$ cat src/rtl/axi_mgr_rd.sv
// Single-outstanding AXI4 read manager: one client burst -> AR, R beats streamed back, one completion.
// Optional exclusive-access support is enabled by defining AXI_MGR_RD_EXCL_EN.
module axi_mgr_rd #(
    parameter int unsigned AW = 32,
    parameter int unsigned DW = 32,
    parameter int unsigned IW = 3,
    parameter int unsigned UW = 32
) (
    input  logic          clk,
    input  logic          rst_n,
    input  logic          req_valid,
    output logic          req_ready,
    input  logic [AW-1:0] req_addr,
    input  logic [7:0]    req_len,
    input  logic [2:0]    req_size,
    input  logic [1:0]    req_burst,
    input  logic [IW-1:0] req_id,
    input  logic [UW-1:0] req_user,
`ifdef AXI_MGR_RD_EXCL_EN
    input  logic          req_lock,
`endif
    output logic [AW-1:0] m_araddr,
    output logic [1:0]    m_arburst,
    output logic [2:0]    m_arsize,
    output logic [7:0]    m_arlen,
    output logic [UW-1:0] m_aruser,
    output logic [IW-1:0] m_arid,
    output logic          m_arlock,
    output logic          m_arvalid,
    input  logic          m_arready,
    input  logic [DW-1:0] m_rdata,
    input  logic [1:0]    m_rresp,
    input  logic [IW-1:0] m_rid,
    input  logic [UW-1:0] m_ruser,
    input  logic          m_rlast,
    input  logic          m_rvalid,
    output logic          m_rready,
    output logic          data_valid,
    input  logic          data_ready,
    output logic [DW-1:0] data,
    output logic          data_last,
    output logic          done_valid,
    output logic [1:0]    done_resp,
    output logic          done_err
);

    localparam logic [2:0] S_IDLE  = 3'd0;
    localparam logic [2:0] S_ADDR  = 3'd1;
    localparam logic [2:0] S_DATA  = 3'd2;
    localparam logic [2:0] S_DRAIN = 3'd3;
    localparam logic [2:0] S_DONE  = 3'd4;

    localparam logic [1:0] RESP_OKAY   = 2'b00;
    localparam logic [1:0] RESP_EXOKAY = 2'b01;

    typedef struct packed {
        logic [AW-1:0] addr;
        logic [7:0]    len;
        logic [2:0]    size;
        logic [1:0]    burst;
        logic [IW-1:0] id;
        logic [UW-1:0] user;
`ifdef AXI_MGR_RD_EXCL_EN
        logic          lock;
`endif
    } axi_ctx_t;

    logic [2:0] state_q, state_d;
    axi_ctx_t   ctx_q, ctx_d;
    logic [7:0] cnt_q, cnt_d;
    logic [1:0] resp_q, resp_d;
    logic       err_q, err_d;
    logic       beat;
    logic       last_beat;
    logic       excl_fail;
    logic       unused_ruser;

    assign unused_ruser = ^m_ruser;

    assign beat      = m_rvalid & m_rready;
    assign last_beat = (cnt_q == ctx_q.len);

    always_comb begin
        state_d = state_q;
        ctx_d   = ctx_q;
        cnt_d   = cnt_q;
        resp_d  = resp_q;
        err_d   = err_q;
        case (state_q)
            S_IDLE: begin
                if (req_valid) begin
                    ctx_d.addr  = req_addr;
                    ctx_d.len   = req_len;
                    ctx_d.size  = req_size;
                    ctx_d.burst = req_burst;
                    ctx_d.id    = req_id;
                    ctx_d.user  = req_user;
`ifdef AXI_MGR_RD_EXCL_EN
                    ctx_d.lock  = req_lock;
`endif
                    cnt_d   = '0;
                    resp_d  = RESP_OKAY;
                    err_d   = 1'b0;
                    state_d = S_ADDR;
                end
            end
            S_ADDR: begin
                if (m_arready) state_d = S_DATA;
            end
            S_DATA: begin
                if (beat) begin
                    cnt_d = cnt_q + 8'd1;
                    // SLVERR/DECERR is sticky; EXOKAY survives only if every beat is EXOKAY
                    if (resp_q[1])                                         resp_d = resp_q;
                    else if (m_rresp[1] || cnt_q == 8'd0)                  resp_d = m_rresp;
                    else if (resp_q == RESP_EXOKAY && m_rresp == RESP_EXOKAY) resp_d = RESP_EXOKAY;
                    else                                                    resp_d = RESP_OKAY;
                    if (m_rid != ctx_q.id) err_d = 1'b1;
                    if (last_beat) begin
                        if (m_rlast) begin
                            state_d = S_DONE;
                        end else begin
                            err_d   = 1'b1;
                            state_d = S_DRAIN;
                        end
                    end else if (m_rlast) begin
                        err_d   = 1'b1;
                        state_d = S_DONE;
                    end
                end
            end
            S_DRAIN: begin
                if (beat && m_rlast) state_d = S_DONE;
            end
            S_DONE:  state_d = S_IDLE;
            default: state_d = S_IDLE;
        endcase
    end

    always_ff @(posedge clk or negedge rst_n) begin
        if (!rst_n) begin
            state_q <= S_IDLE;
            ctx_q   <= '0;
            cnt_q   <= '0;
            resp_q  <= RESP_OKAY;
            err_q   <= 1'b0;
        end else begin
            state_q <= state_d;
            ctx_q   <= ctx_d;
            cnt_q   <= cnt_d;
            resp_q  <= resp_d;
            err_q   <= err_d;
        end
    end

`ifdef AXI_MGR_RD_EXCL_EN
    assign m_arlock  = ctx_q.lock;
    assign excl_fail = ctx_q.lock & (resp_q == RESP_OKAY);
`else
    assign m_arlock  = 1'b0;
    assign excl_fail = 1'b0;
`endif

    assign req_ready  = (state_q == S_IDLE);
    assign m_arvalid  = (state_q == S_ADDR);
    assign m_araddr   = ctx_q.addr;
    assign m_arburst  = ctx_q.burst;
    assign m_arsize   = ctx_q.size;
    assign m_arlen    = ctx_q.len;
    assign m_aruser   = ctx_q.user;
    assign m_arid     = ctx_q.id;

    // Client path is a zero-latency pass-through of R while in DATA
    assign data_valid = (state_q == S_DATA) & m_rvalid;
    assign m_rready   = ((state_q == S_DATA) & data_ready) | (state_q == S_DRAIN);
    assign data       = m_rdata;
    assign data_last  = (state_q == S_DATA) & last_beat;

    assign done_valid = (state_q == S_DONE);
    assign done_resp  = resp_q;
    assign done_err   = (state_q == S_DONE) & (err_q | excl_fail);

endmodule

$ cat config.mk
export PLATFORM = sky130hd
export DESIGN_NAME = axi_mgr_rd
export DESIGN_NICKNAME = d
export VERILOG_FILES = /design/src/rtl/axi_mgr_rd.sv
export SDC_FILE = /design/constraint.sdc
export NUM_CORES = 1
export LEC_CHECK = 0
export CAP_MARGIN = 20
export CORE_MARGIN = 2
export CORE_UTILIZATION = 33
export DETAILED_ROUTE_END_ITERATION = 7
export PLACE_DENSITY = 0.78
export SYNTH_ARGS = -nofsm -noshare
export SYNTH_HDL_FRONTEND = slang
export SYNTH_SLANG_ARGS = --single-unit
$ cat constraint.sdc
create_clock -name clk -period 1.6 [get_ports clk]
set_clock_uncertainty 0.2 [all_clocks]
set_input_delay 0.32 -clock clk [delete_from_list [all_inputs] [get_ports clk]]
set_output_delay 0.32 -clock clk [all_outputs]
set_load 0.03 [all_outputs]
After elaboration in Yosys (flattened, before gate mapping) --
Index checks and enable logic that the tools add are counted.
Operators by class: $add $sub $neg 1, reduce and logical (&&, ||, !) cells 10, multiplexer cells 24, eq/ne operators 14, bitwise operators 6
Operator list (number):
- $mux 3 | 7
- $mux 8 | 2
- $pmux 8 s2 | 1
- $pmux 3 s4 | 1
- $add 8x1->8 const B | 1
- $eq 8x8->1 | 1
- $logic_not 8->1 | 1
- $mux 2 | 4
- $ne 2x2->1 const B | 4
- $mux 1 | 7
- $eq 3x2->1 const B | 2
- $and 1x1->1 | 5
- $reduce_and 5->1 | 1
- $eq 2x1->1 const B | 2
- $pmux 2 s2 | 1
- $reduce_and 4->1 | 1
- $eq 3x1->1 const B | 1
- $eq 3x3->1 const B | 1
- $logic_not 3->1 | 1
- $ne 3x3->1 | 1
- $ne 3x3->1 const B | 1
- $reduce_and 3->1 | 1
- $logic_and 1x1->1 | 2
- $ne 2x1->1 const B | 1
- 5 further kinds | 5
Word-level totals: bits in registers 94, logic and storage cells 66

Longest topological paths before layout --
depth in word-level cells 7, depth in mapped cells 7, depth with buffers taken out 5

Least setup slack after synthesis --
No wires, ideal clock.
path kind flip-flop to output port, start register ctx_q, in the netlist m_arlen[3], end output data_last, data required time 1.080 ns, arrival 1.591 ns, cell stages (with the launch flop) 5, buffers on the path 0, setup slack -0.511 ns, cells stage by stage dfrtp_1 -> xor2_1 -> nor4_2 -> nand2_1 -> nor2_1
On the way: word-level cells in the longest chain between the ends 2
RTL lines:
- start: declaration | line 69 | axi_ctx_t ctx_q, ctx_d;
- start signal: assignment | line 149 | ctx_q <= ctx_d;
- $eq 8x8->1 | line 81 | assign last_beat = (cnt_q == ctx_q.len);
- $and 1x1->1 | line 177 | assign data_last = (state_q == S_DATA) & last_beat;
- end: declaration | line 41 | output logic data_last,
No other way between the ends.

Worst setup path after layout --
Same ends and word-level chain as after synthesis.

==> out/metrics.csv <==
stage;metric;value;unit
status;status;finished, violations left;
status;failing checks;setup timing;
critical_path;endpoint type of the worst setup path;output pin;
logic_synthesis;syn_nets;642;
grt;GR Overflow Total;0;
power;Flop pwr share;0.261;
floorplanning;I/O pin count;278;
sta;# setup viols final;100;
drt;Routed WL;16.07;mm
floorplanning;die area;13850;µm²
logic_synthesis;Primary FF master, synth;dfrtp_1;
cts;CTS Buf Count;9;
floorplanning;initial cell density of the core;0.3381;
power;sw power;7026;µW
sta;RSZ-0062 raised after global routing;yes;
cells_and_area;P&R area growth vs syn;89.12;%
floorplanning;core region area;12620;µm²
critical_path;R2R depth;10;
placed_design;gpl congestion;0.8471;
cells_and_area;fillers;999;
cells_and_area;Nets;865;
power;Leakage Power;0.003964;µW
power;Int Power;8879;µW
grt;first-pass GRT wire length;22.84;mm
drt;vias post-DR;4248;
sta;hold slack;0.2186;ns
cts;Root Driver;clkbuf_16;
logic_synthesis;async set-reset flop share out of synthesis;1.000;
logic_synthesis;EDFF count, synth;0;
logic_synthesis;Mean Syn Cell Area;8.815;µm²
sta;setup ws final;-0.5496;ns
cts;Clock Latency Late Sink;0.35;ns
cts;clk slew on worst S/H paths;0.07;ns
critical_path;WS Path Type;flip-flop to output pin;
cts;Clock Sink Count;94;
placed_design;post-DP HPWL;8.746;mm
drt;wire length per cell;18.18;µm
cells_and_area;storage element area;2362;µm²
grt;largest net degree at the start of global routing;43;
logic_synthesis;Seq cells post-synth;94;
logic_synthesis;Synth cell types;44;
critical_path;slowest stage delay, CP;0.41;ns
floorplanning;number of core rows;41;
grt;initial antenna violation count;0;
power;Worst IR Drop VDD;1102;µV
sta;Max Transition Viols Final;0;
power;Power, Total;15900;µW
drt;Pre-Repair DR Iteration Count;5;
cells_and_area;Ant. Diodes;0;
grt;GRT Total Usage;0.2088;
critical_path;CP required;1.08;ns
drt;DRT iter0 DRCs;179;
critical_path;critical path arrival;1.63;ns
power;Power per Cell Area;1971;nW/µm²
critical_path;CP max FO;2;
critical_path;Worst setup SP type;flip-flop;
logic_synthesis;Cells after Synth;484;
cells_and_area;footprint of the multi-input gates;2185;µm²
power;clock network power share;0.125;
placed_design;I/O Buffers;180;
cts;htree depth;3;
drt;Final ANT Viol Nets;0;
hold_path;Hold Path Class;input port to asynchronous set/reset pin;
logic_synthesis;Mapped Area;4267;µm²
logic_synthesis;Synthesis Warnings;0;
grt;vias in the first global route;4473;
cells_and_area;most common cell after layout, fill and taps aside;nand2_1;
critical_path;critical path buffer and inverter count;1;
drt;DR vias/cell;4.805;
power;Switching Share;0.4418;
critical_path;critical path depth;5;
cts;CTS tree;done;
cells_and_area;commonest non-fill, non-tap cells in the layout;nand2_1 (135), clkdlybuf4s50_1 (90), dfrtp_1 (86);
logic_synthesis;Seq/Total Area, Yosys;0.5513;
sta;fmax;0.4652;GHz
floorplanning;Die Wd;117.7;µm
power;Comb pwr share;0.613;
critical_path;Worst path top cell family by delay;simple AND/OR/NAND/NOR gates;
sta;post-route clock period utilization;1.344;
critical_path;crit path cell chain;xor2_1 > nor4_2 > nand2_1 > nor2_4 > buf_6;
cts;clock tree buffer depth;2;
sta;Fin. Hold Viols;0;
drt;drc violations;0;
job;Max Cap Violations;0;
sta;final worst path period need;2.150;ns
cells_and_area;layout cells sized above 1;0.4916;
critical_path;slowest CP cell;dfrtp_1;
floorplanning;Die Height;117.7;µm
-- worst paths after layout --
| kind | slack [ns] | start | to |
|---|---|---|---|
| setup / recovery | -0.55 | m_arlen[3] | data_last |
| hold / removal | 0.22 | rst_n | m_araddr[7] |
| setup reg to reg | -0.38 | state_q[2] | m_araddr[5] |
| hold reg to reg | 0.27 | m_araddr[7] | m_araddr[7] |
| max in group asynchronous | 0.46 | rst_n | m_araddr[30] |
| min in group clk | 0.27 | m_araddr[7] | m_araddr[7] |
-- final cells by class --
cell class,instances,share of cell area
repair buffers,267,0.3735
flip-flops and latches,94,0.2928
multi-input cells,330,0.2707
clock buffers,12,0.03055
well taps,172,0.02667
inverters,5,0.002946
clock inverters,4,0.002791
-- worst register-to-register path, delay by kind of cell, from the launching register on --
family                 cells  cell delay, ns
buffers and inverters      6            0.74
AND/OR/NAND/NOR            4            0.53
flip-flops                 1            0.44
-- flip-flops by register name (all words and copies together) (netlist names) --
register	cells
state_q	3
done_resp	2
m_araddr	32
m_arid	3
m_arsize	3
m_arburst	2
m_arlen	8
m_aruser	32
err_q	1
cnt_q	8
-- metrics by stage --
step / util / setup TNS [ns] / std cells / instance area, µm² / setup slack (ns)
floorplan: - / -0.3793 / 484 / 4319 / -0.2688
global placement: 0.5061 / -27.04 / 822 / 6387 / -0.3892
detailed placement: 0.5061 / -29.83 / 822 / 6387 / -0.4429
CTS: 0.5979 / -23.49 / 873 / 7545 / -0.5612
global route: 0.6394 / -31.08 / 884 / 8069 / -0.6557
finish: 0.6394 / -28.03 / 884 / 8069 / -0.5496
-- Yosys cell counts, types with 2 or more instances --
cell type / number / area [µm²]
buf_6: 3 / 33.78
nand4_1: 2 / 12.51
inv_1: 5 / 18.77
nor4_2: 2 / 25.02
clkbuf_1: 8 / 30.03
nor2_1: 8 / 30.03
a211oi_1: 2 / 15.01
and3_1: 3 / 18.77
nand3_1: 6 / 30.03
xor2_1: 10 / 87.58
nor3_1: 5 / 25.02
dfrtp_1: 94 / 2352
a21oi_1: 7 / 35.03
o211ai_1: 3 / 22.52
nand2_1: 248 / 930.9
buf_2: 7 / 35.03
ha_1: 2 / 25.02
buf_4: 37 / 277.8
xnor2_1: 4 / 35.03
or3_1: 2 / 12.51
o21ai_0: 3 / 15.01
-- timing repair --
action	in CTS	in global routing
setup endpoints to repair	164	124
endpoints found under the hold margin	94	0
cloned	12	9
hold buffers	1	0
setup buffers	22	14
pin swaps	72	86
gates resized for setup	273	162
-- cells by family (layout without fill, tap and decap cells) --
group,count (synthesis),after routing,synth area share
xor+xnor,14,14,0.02874
simple gates,289,290,0.2809
fa+ha+maj,2,2,0.005864
other cells,1,1,0.0008789
compound gates,22,22,0.03578
buf+inv,61,288,0.09384
mux,1,1,0.002639
flops,94,94,0.5513
-- metal layers --
layer / wire length (µm) / share of wire / track usage
met5: 0 / 0 / 0
met4: 466 / 0.029 / 0.09413
met3: 934 / 0.058 / 0.05136
met2: 8265 / 0.51 / 0.3532
met1: 6402 / 0.40 / 0.2516
-- power by group through the flow --
stage          logic [µW]  clock network [µW]  registers (µW)
2_1_floorplan        2280                   0            6010
3_3_place_gp         7410                   0            4100
3_5_place_dp         7580                   0            4140
4_1_cts              8840                2030            4130
5_1_grt             10300                2150            4300
6_report             9750                1990            4160
(Power assumes the default switching activity.)
